===== config.mk =====
export PLATFORM = sky130hd
export DESIGN_NAME = pc_sequencer
export DESIGN_NICKNAME = d
export VERILOG_FILES = /design/src/rtl/pc_seq_pkg.sv /design/src/rtl/pc_seq_branch_eval.sv /design/src/rtl/pc_sequencer.sv
export SDC_FILE = /design/constraint.sdc
export NUM_CORES = 1
export LEC_CHECK = 0
export CAP_MARGIN = 20
export CORE_MARGIN = 2
export CORE_UTILIZATION = 36
export DETAILED_ROUTE_END_ITERATION = 7
export PLACE_DENSITY = 0.75
export REMOVE_ABC_BUFFERS = 1
export SYNTH_ARGS = -nofsm -noshare
export SYNTH_HDL_FRONTEND = slang
export SYNTH_SLANG_ARGS = --single-unit

===== constraint.sdc =====
create_clock -name CLK -period 2.1 [get_ports CLK]
set_input_delay 0.525 -clock CLK [delete_from_list [all_inputs] [get_ports CLK]]
set_output_delay 0.525 -clock CLK [all_outputs]
set_load 0.005 [all_outputs]

===== src/rtl/pc_seq_pkg.sv =====
// Shared state encoding and opcode map for the PC sequencer.
// Opcode constants assume a 4-bit opcode field.
package pc_seq_pkg;

  typedef enum logic [2:0] {
    S_IDLE   = 3'd0,
    S_FETCH  = 3'd1,
    S_DECODE = 3'd2,
    S_EXEC   = 3'd3,
    S_FETCH2 = 3'd4,
    S_HALT   = 3'd5
  } state_t;

  localparam logic [3:0] OP_NOP       = 4'h0;
  localparam logic [3:0] OP_LAST_DATA = 4'hB;
  localparam logic [3:0] OP_JC        = 4'hC;
  localparam logic [3:0] OP_JZ        = 4'hD;
  localparam logic [3:0] OP_JMP       = 4'hE;
  localparam logic [3:0] OP_HLT       = 4'hF;

  function automatic logic is_jump(input logic [3:0] opc);
    return (opc == OP_JC) || (opc == OP_JZ) || (opc == OP_JMP);
  endfunction

endpackage


===== src/rtl/pc_seq_branch_eval.sv =====
// Jump resolution: taken decision and {target_hi, low byte} target, purely combinational.
// Zero latency; no flow control (flags are sampled in the same cycle as the low byte).
module pc_seq_branch_eval
  import pc_seq_pkg::*;
#(
  parameter int PC_W    = 12,
  parameter int INSTR_W = 8,
  parameter int OPC_W   = 4
) (
  input  logic [OPC_W-1:0]        opc,
  input  logic                    flag_z,
  input  logic                    flag_c,
  input  logic [PC_W-INSTR_W-1:0] target_hi,
  input  logic [INSTR_W-1:0]      instr,
  output logic                    taken,
  output logic [PC_W-1:0]         target
);

  always_comb begin
    taken  = (opc == OP_JMP)
          || ((opc == OP_JC) && flag_c)
          || ((opc == OP_JZ) && flag_z);
    target = {target_hi, instr};
  end

endmodule


===== src/rtl/pc_sequencer.sv =====
// Fetch/decode/execute controller driving PC increment/load and a one-cycle execute strobe.
// 3 cycles per instruction (1-byte and 2-byte jumps alike); halt_req honoured only at EXEC/FETCH2 exit.
module pc_sequencer
  import pc_seq_pkg::*;
#(
  parameter int PC_W    = 12,
  parameter int INSTR_W = 8,
  parameter int OPC_W   = 4
) (
  input  logic               CLK,
  input  logic               reset,
  input  logic               start,
  input  logic               halt_req,
  input  logic [INSTR_W-1:0] instr,
  input  logic               flag_z,
  input  logic               flag_c,
  output logic               pc_en,
  output logic               pc_load,
  output logic [PC_W-1:0]    pc_load_val,
  output logic [INSTR_W-1:0] ir_out,
  output logic               exec_en,
  output logic               busy,
  output logic               halted
);

  localparam int TGT_HI_W = PC_W - INSTR_W;

  state_t                state_q, state_d;
  logic [TGT_HI_W-1:0]   target_hi_q;
  logic [OPC_W-1:0]      opc;
  logic                  taken;
  logic [PC_W-1:0]       target;

  assign opc = ir_out[INSTR_W-1 -: OPC_W];

  always_ff @(posedge CLK or posedge reset) begin
    if (reset) begin
      state_q <= S_IDLE;
    end else begin
      state_q <= state_d;
    end
  end

  always_ff @(posedge CLK or posedge reset) begin
    if (reset) begin
      ir_out      <= '0;
      target_hi_q <= '0;
    end else begin
      if (state_q == S_FETCH) begin
        ir_out <= instr;
      end
      // Byte0 of a jump carries the upper target bits below the opcode.
      if ((state_q == S_DECODE) && is_jump(opc)) begin
        target_hi_q <= ir_out[TGT_HI_W-1:0];
      end
    end
  end

  pc_seq_branch_eval #(
    .PC_W    (PC_W),
    .INSTR_W (INSTR_W),
    .OPC_W   (OPC_W)
  ) u_branch_eval (
    .opc       (opc),
    .flag_z    (flag_z),
    .flag_c    (flag_c),
    .target_hi (target_hi_q),
    .instr     (instr),
    .taken     (taken),
    .target    (target)
  );

  always_comb begin
    state_d     = state_q;
    pc_en       = 1'b0;
    pc_load     = 1'b0;
    pc_load_val = '0;
    exec_en     = 1'b0;
    busy        = 1'b0;
    halted      = 1'b0;

    case (state_q)
      S_IDLE: begin
        if (start) state_d = S_FETCH;
      end
      S_FETCH: begin
        busy    = 1'b1;
        state_d = S_DECODE;
      end
      S_DECODE: begin
        busy = 1'b1;
        if (opc <= OP_LAST_DATA) begin
          state_d = S_EXEC;
        end else if (is_jump(opc)) begin
          pc_en   = 1'b1;
          state_d = S_FETCH2;
        end else begin
          // Step past HLT so a resume continues with the next byte.
          pc_en   = 1'b1;
          state_d = S_HALT;
        end
      end
      S_EXEC: begin
        busy    = 1'b1;
        exec_en = (opc != OP_NOP);
        pc_en   = 1'b1;
        state_d = halt_req ? S_HALT : S_FETCH;
      end
      S_FETCH2: begin
        busy = 1'b1;
        if (taken) begin
          pc_load     = 1'b1;
          pc_load_val = target;
        end else begin
          pc_en = 1'b1;
        end
        state_d = halt_req ? S_HALT : S_FETCH;
      end
      S_HALT: begin
        halted = 1'b1;
        if (start) state_d = S_FETCH;
      end
      default: begin
        state_d = S_IDLE;
      end
    endcase
  end

endmodule


; ---- Word level (Yosys, flattened, before mapping)
; Index checks and enable logic that the tools add are counted.
; Widths: inputs -> output; s select.
[word_totals]
reg_bits = 15
latchBits = 0
ramBits = 0
mem_bits_ro = 0
input_bits = 14
output_inout_bits = 25
elab_cells = 40
mem_count = 0
[classes]
add_sub_neg = 0
mul = 0
n_div = 0
order_cmp = 1
n_eq_ne = 9
n_shift = 0
muxes = 15
bitwise_logic = 0
reduce_logical = 12
[op_table]
columns = operator, n
row1 = $mux 12, 2
row2 = $eq 4x4->1 const B, 3
row3 = $pmux 3 s4, 1
row4 = $mux 3, 3
row5 = $mux 1, 8
row6 = $eq 3x2->1 const B, 2
row7 = $eq 3x3->1 const B, 2
row8 = $le 4x4->1 const B, 1
row9 = $logic_or 1x1->1, 4
row10 = $reduce_bool 4->1, 1
row11 = $reduce_or 2->1, 2
row12 = $reduce_or 4->1, 1
row13 = $eq 3x1->1 const B, 1
row14 = $logic_and 1x1->1, 3
row15 = $logic_not 3->1, 1
row16 = $pmux 1 s3, 1
row17 = $ne 2x1->1 const B, 1

; ---- Logic depth before layout (Yosys ltp)
[depth]
word_depth = 6
ltp_mapped = 5
mapped_depth_nobuf = 3

; ---- Modules after synthesis
; Synthesis repeated with hierarchy kept, for this count alone.
[unflattened]
cells_unflattened = 81
hier_area_um2 = 925.9
[by_module_without_submodules]
columns = module, instances, cells_per_inst, area_each_um2, seq_area_each_um2
row1 = pc_sequencer, 1, 65, 812.0, 375.4
row2 = pc_seq_branch_eval, 1, 16, 113.9, 0.0

; ---- Least setup slack after synthesis
; No wires, ideal clock.
[synth_path]
path_type = register to output
startpoint = reg state_q[0]
endpoint = out pc_load_val[0]
t_arrival_ns = 1.545
setup_slack_ns = 0.030
stages_incl_launch_ff = 6
path_buffers = 2
path_cell_list = dfrtp_1 buf_6 or3b_4 a2111oi_4 buf_6 and2_1
[synth_via]
elab_chain_cells = 2
[synth_rtl]
columns = item, line_no
row1 = from (decl), pc_sequencer.sv:28  ; state_t state_q, state_d;
row2 = from (signal assigned), pc_sequencer.sv:40  ; state_q <= state_d;
row3 = $eq 3x3->1, pc_sequencer.sv:82  ; case (state_q)
row4 = $mux 12, pc_sequencer.sv:82
row5 = to (decl), pc_sequencer.sv:19  ; output logic [PC_W-1:0] pc_load_val,
; Every way passes these cells.

; ---- Final worst setup path
[layout_path]
startpoint = reg state_q[1]
endpoint = out pc_load_val[10]
; The elaborated chain is that of the path after synthesis.

==> flow_summary.ini <==
[placed_design]
portBuffers = 38
gp_congestion = 0.7139
place_inst = 150
place_area_mm2 = 0.001310
hpwl_mm = 1.567

[clock_tree]
cts_inserted_buffers = 3
clkLatencyLatePin_ps = 280
cts_tree = done
cts_sinks = 15
htreeDepth = 1
cts_buffer_depth = 2
cts_root_buf = clkbuf_4
ctsHoldBuffers = 0
cts.clk_slew.worst_paths_ps = 100

[worst_setup_path]
crit_required_ps = 1570
cpMaxStageDelayCell = or3b_4
crit_top_cell = buf_6
worstPathCellList = or3b_4, a2111oi_4, buf_4, buf_6, buf_6, and2_4, buf_6
cp_max_fo = 3
cpPeakStageDelay_ps = 410
cp-start-kind = register
reg2reg_slack_ps = 360
end_kind = primary output
worst-setup-path-type = register to primary output
crit_family = simple AND/OR/NAND/NOR gates
crit_arrival_ps = 2040
path_buf_inv = 4

[floorplan]
core_mm2 = 0.002191
num_rows = 17
ios = 39
start_util_pct = 37.41
fp.dieW_um = 51.71
die_area_mm2 = 0.002674
die_h_um = 51.71

[global_route]
antenna_found_initial = 0
first_global_vias = 860
grt_pass1_wl_mm = 3.912
track_usage_pct = 19.49
grt_max_degree = 16
gr-total-overflow = 0

[routing]
drt-vias-per-instance = 4.945
drt_pre_antenna_iters = 3
wl_per_cell_um = 14.01
num_vias = 811
ant_nets = 0
drc = 0
drt-initial-drc-count = 4
wl_mm = 2.298

[finish]
final_cells = 164
drive_gt1_share_pct = 52.94
nFillCells = 167
num_antenna_cells = 0
regArea_um2 = 376.6
postLayoutCoreUtil_pct = 68.76
final_area_mm2 = 0.001506
multi_input_area_um2 = 478.0
synthToLayoutAreaGrowth_pct = 83.82
nets = 151

[timing]
rsz0062_at_grt = yes
worst_slew_pin_slew_ps = 590.5
hold_viol = 0
min_period_over_period_pct = 122.1
fmax_mhz = 390.1
hold-worst-slack_ps = 521.9
clock_skew_ps = 3.182
finalWorstSetupSlack_ps = -463.6
slew_violations = 0
min_period_ps = 2564
slew_headroom_pct = 60.59
setup_viol = 14

[synthesis]
synth_simple_gate_area_share_pct = 20.00
yosysUniqueCellTypes = 24
synth_seq_area_share_pct = 45.80
synth_compound_area_share_pct = 11.60
synth_cells = 73
synthMuxAreaShare_pct = 16.49
ys_warn_count = 0
synth_top_family_by_area = simple AND/OR/NAND/NOR gates
syn_area_per_cell_um2 = 11.23
synthXorXnorAreaFrac_pct = 1.069
synth-seq-cells = 15
synth_area_um2 = 819.5
synthAdderAreaFrac_pct = 0

[power]
power.density_mw_per_mm2 = 1227
leakagePower_nw = 0.7014
finalPower_mw = 1.848
ir_drop_mv = 0.6854

[job]
drv_cap = 0

[worst_hold_path]
hp-class = register to register

[outcome]
status = finished, violations left
violations = negative setup slack
## routing by layer
layer / GRT usage (%) / wire (um) / vias to the layer above
met1: 24.91 / 971 / 399
met4: 5.263 / 12 / 0
li1: - / - / 383
met3: 3.736 / 141 / 2
met2: 33.55 / 1172 / 27
met5: 0 / 0 / -
## power by group
group          switching, mW  internal, mW
clock                 0.0983        0.0706
sequential            0.0919         0.437
combinational          0.455         0.696
## cell usage in the layout, fill, tap and decap left out, drive strengths merged
| cell | instances |
|---|---|
| xnor2 | 1 |
| nand2b | 2 |
| a2111oi | 1 |
| dlymetal6s2s | 1 |
| a21oi | 3 |
| buf | 37 |
| mux2 | 12 |
| nor4 | 1 |
| clkdlybuf4s15 | 1 |
| clkbuf | 3 |
| o21ai | 2 |
| nand3 | 1 |
| clkdlybuf4s50 | 20 |
| nand2 | 2 |
| a211oi | 1 |
| nor3 | 1 |
| a221o | 1 |
| and2 | 13 |
| clkinv | 1 |
| a211o | 1 |
| a22oi | 1 |
| inv | 3 |
| dfrtp | 15 |
| nor2b | 2 |
| dlygate4sd2 | 3 |
| nor2 | 4 |
| or3b | 1 |
| nand3b | 1 |
| a221oi | 1 |
## cells in the mapped netlist
cell       count  area (um^2)
nand2_1        2        7.510
nor4_1         1        6.260
and2_1        13        81.33
nor2b_1        2        12.51
nand3b_1       1        7.510
xnor2_1        1        8.760
o21ai_0        2        10.01
or3b_4         1        11.26
a2111oi_4      1        27.53
a221o_1        1        10.01
a221oi_1       1        8.760
nand3_1        1        5.000
mux2_2        12        135.1
nor3_1         1        5.000
a211o_1        1        8.760
a21oi_1        3        15.01
inv_1          3        11.26
nand2b_1       2        12.51
a211oi_1       1        7.510
buf_6          2        22.52
nor2_1         4        15.01
dfrtp_1       15        375.4
a22oi_1        1        7.510
buf_4          1        7.510
## path summary, 6_finish.rpt
check / from / endpoint / depth (start not counted)
max: state_q[1] / pc_load_val[10] / 7
min: target_hi_q[0] / target_hi_q[0] / 1
max reg2reg: state_q[1] / target_hi_q[1] / 7
max in group asynchronous: reset / ir_out[4] / 2
min reg2reg: target_hi_q[0] / target_hi_q[0] / 1
min in group asynchronous: reset / ir_out[0] / 2
## repair_timing
item,in CTS,in global routing
buffers inserted,7,2
cloned,1,0
pin swaps,13,1
gates resized for setup,90,4
endpoints found under the setup margin,17,15
## kinds of logic (layout without fill, tap and decap cells)
family,Yosys count,count (layout)
and+or+nand+nor,28,28
AOI/OAI and AO/OA,11,11
muxes,12,12
xor gates and xnor gates,1,1
buffers and inverters,6,69
DFF,15,15
## stage by stage
stage	setup slack, ps	TNS, ps
4_1_cts	-473.9	-5419
6_report	-463.6	-5116
2_1_floorplan	10.68	0
3_3_place_gp	-712.2	-9328
5_1_grt	-537.0	-6101
3_5_place_dp	-796.0	-9900
## area by class of cell
| type | instances | area share (%) |
|---|---|---|
| sequential | 15 | 25.00 |
| inverter | 3 | 0.7475 |
| timing repair buffer | 62 | 38.37 |
| tap | 28 | 2.326 |
| clock buffer | 3 | 1.495 |
| clock inverter | 1 | 0.3322 |
| multi-input combinational | 52 | 31.73 |
## registers in the layout, summed over array words and instances, names as in the netlist
name         count
state_q          3
ir_out           8
target_hi_q      4
(Power assumes the default switching activity.)
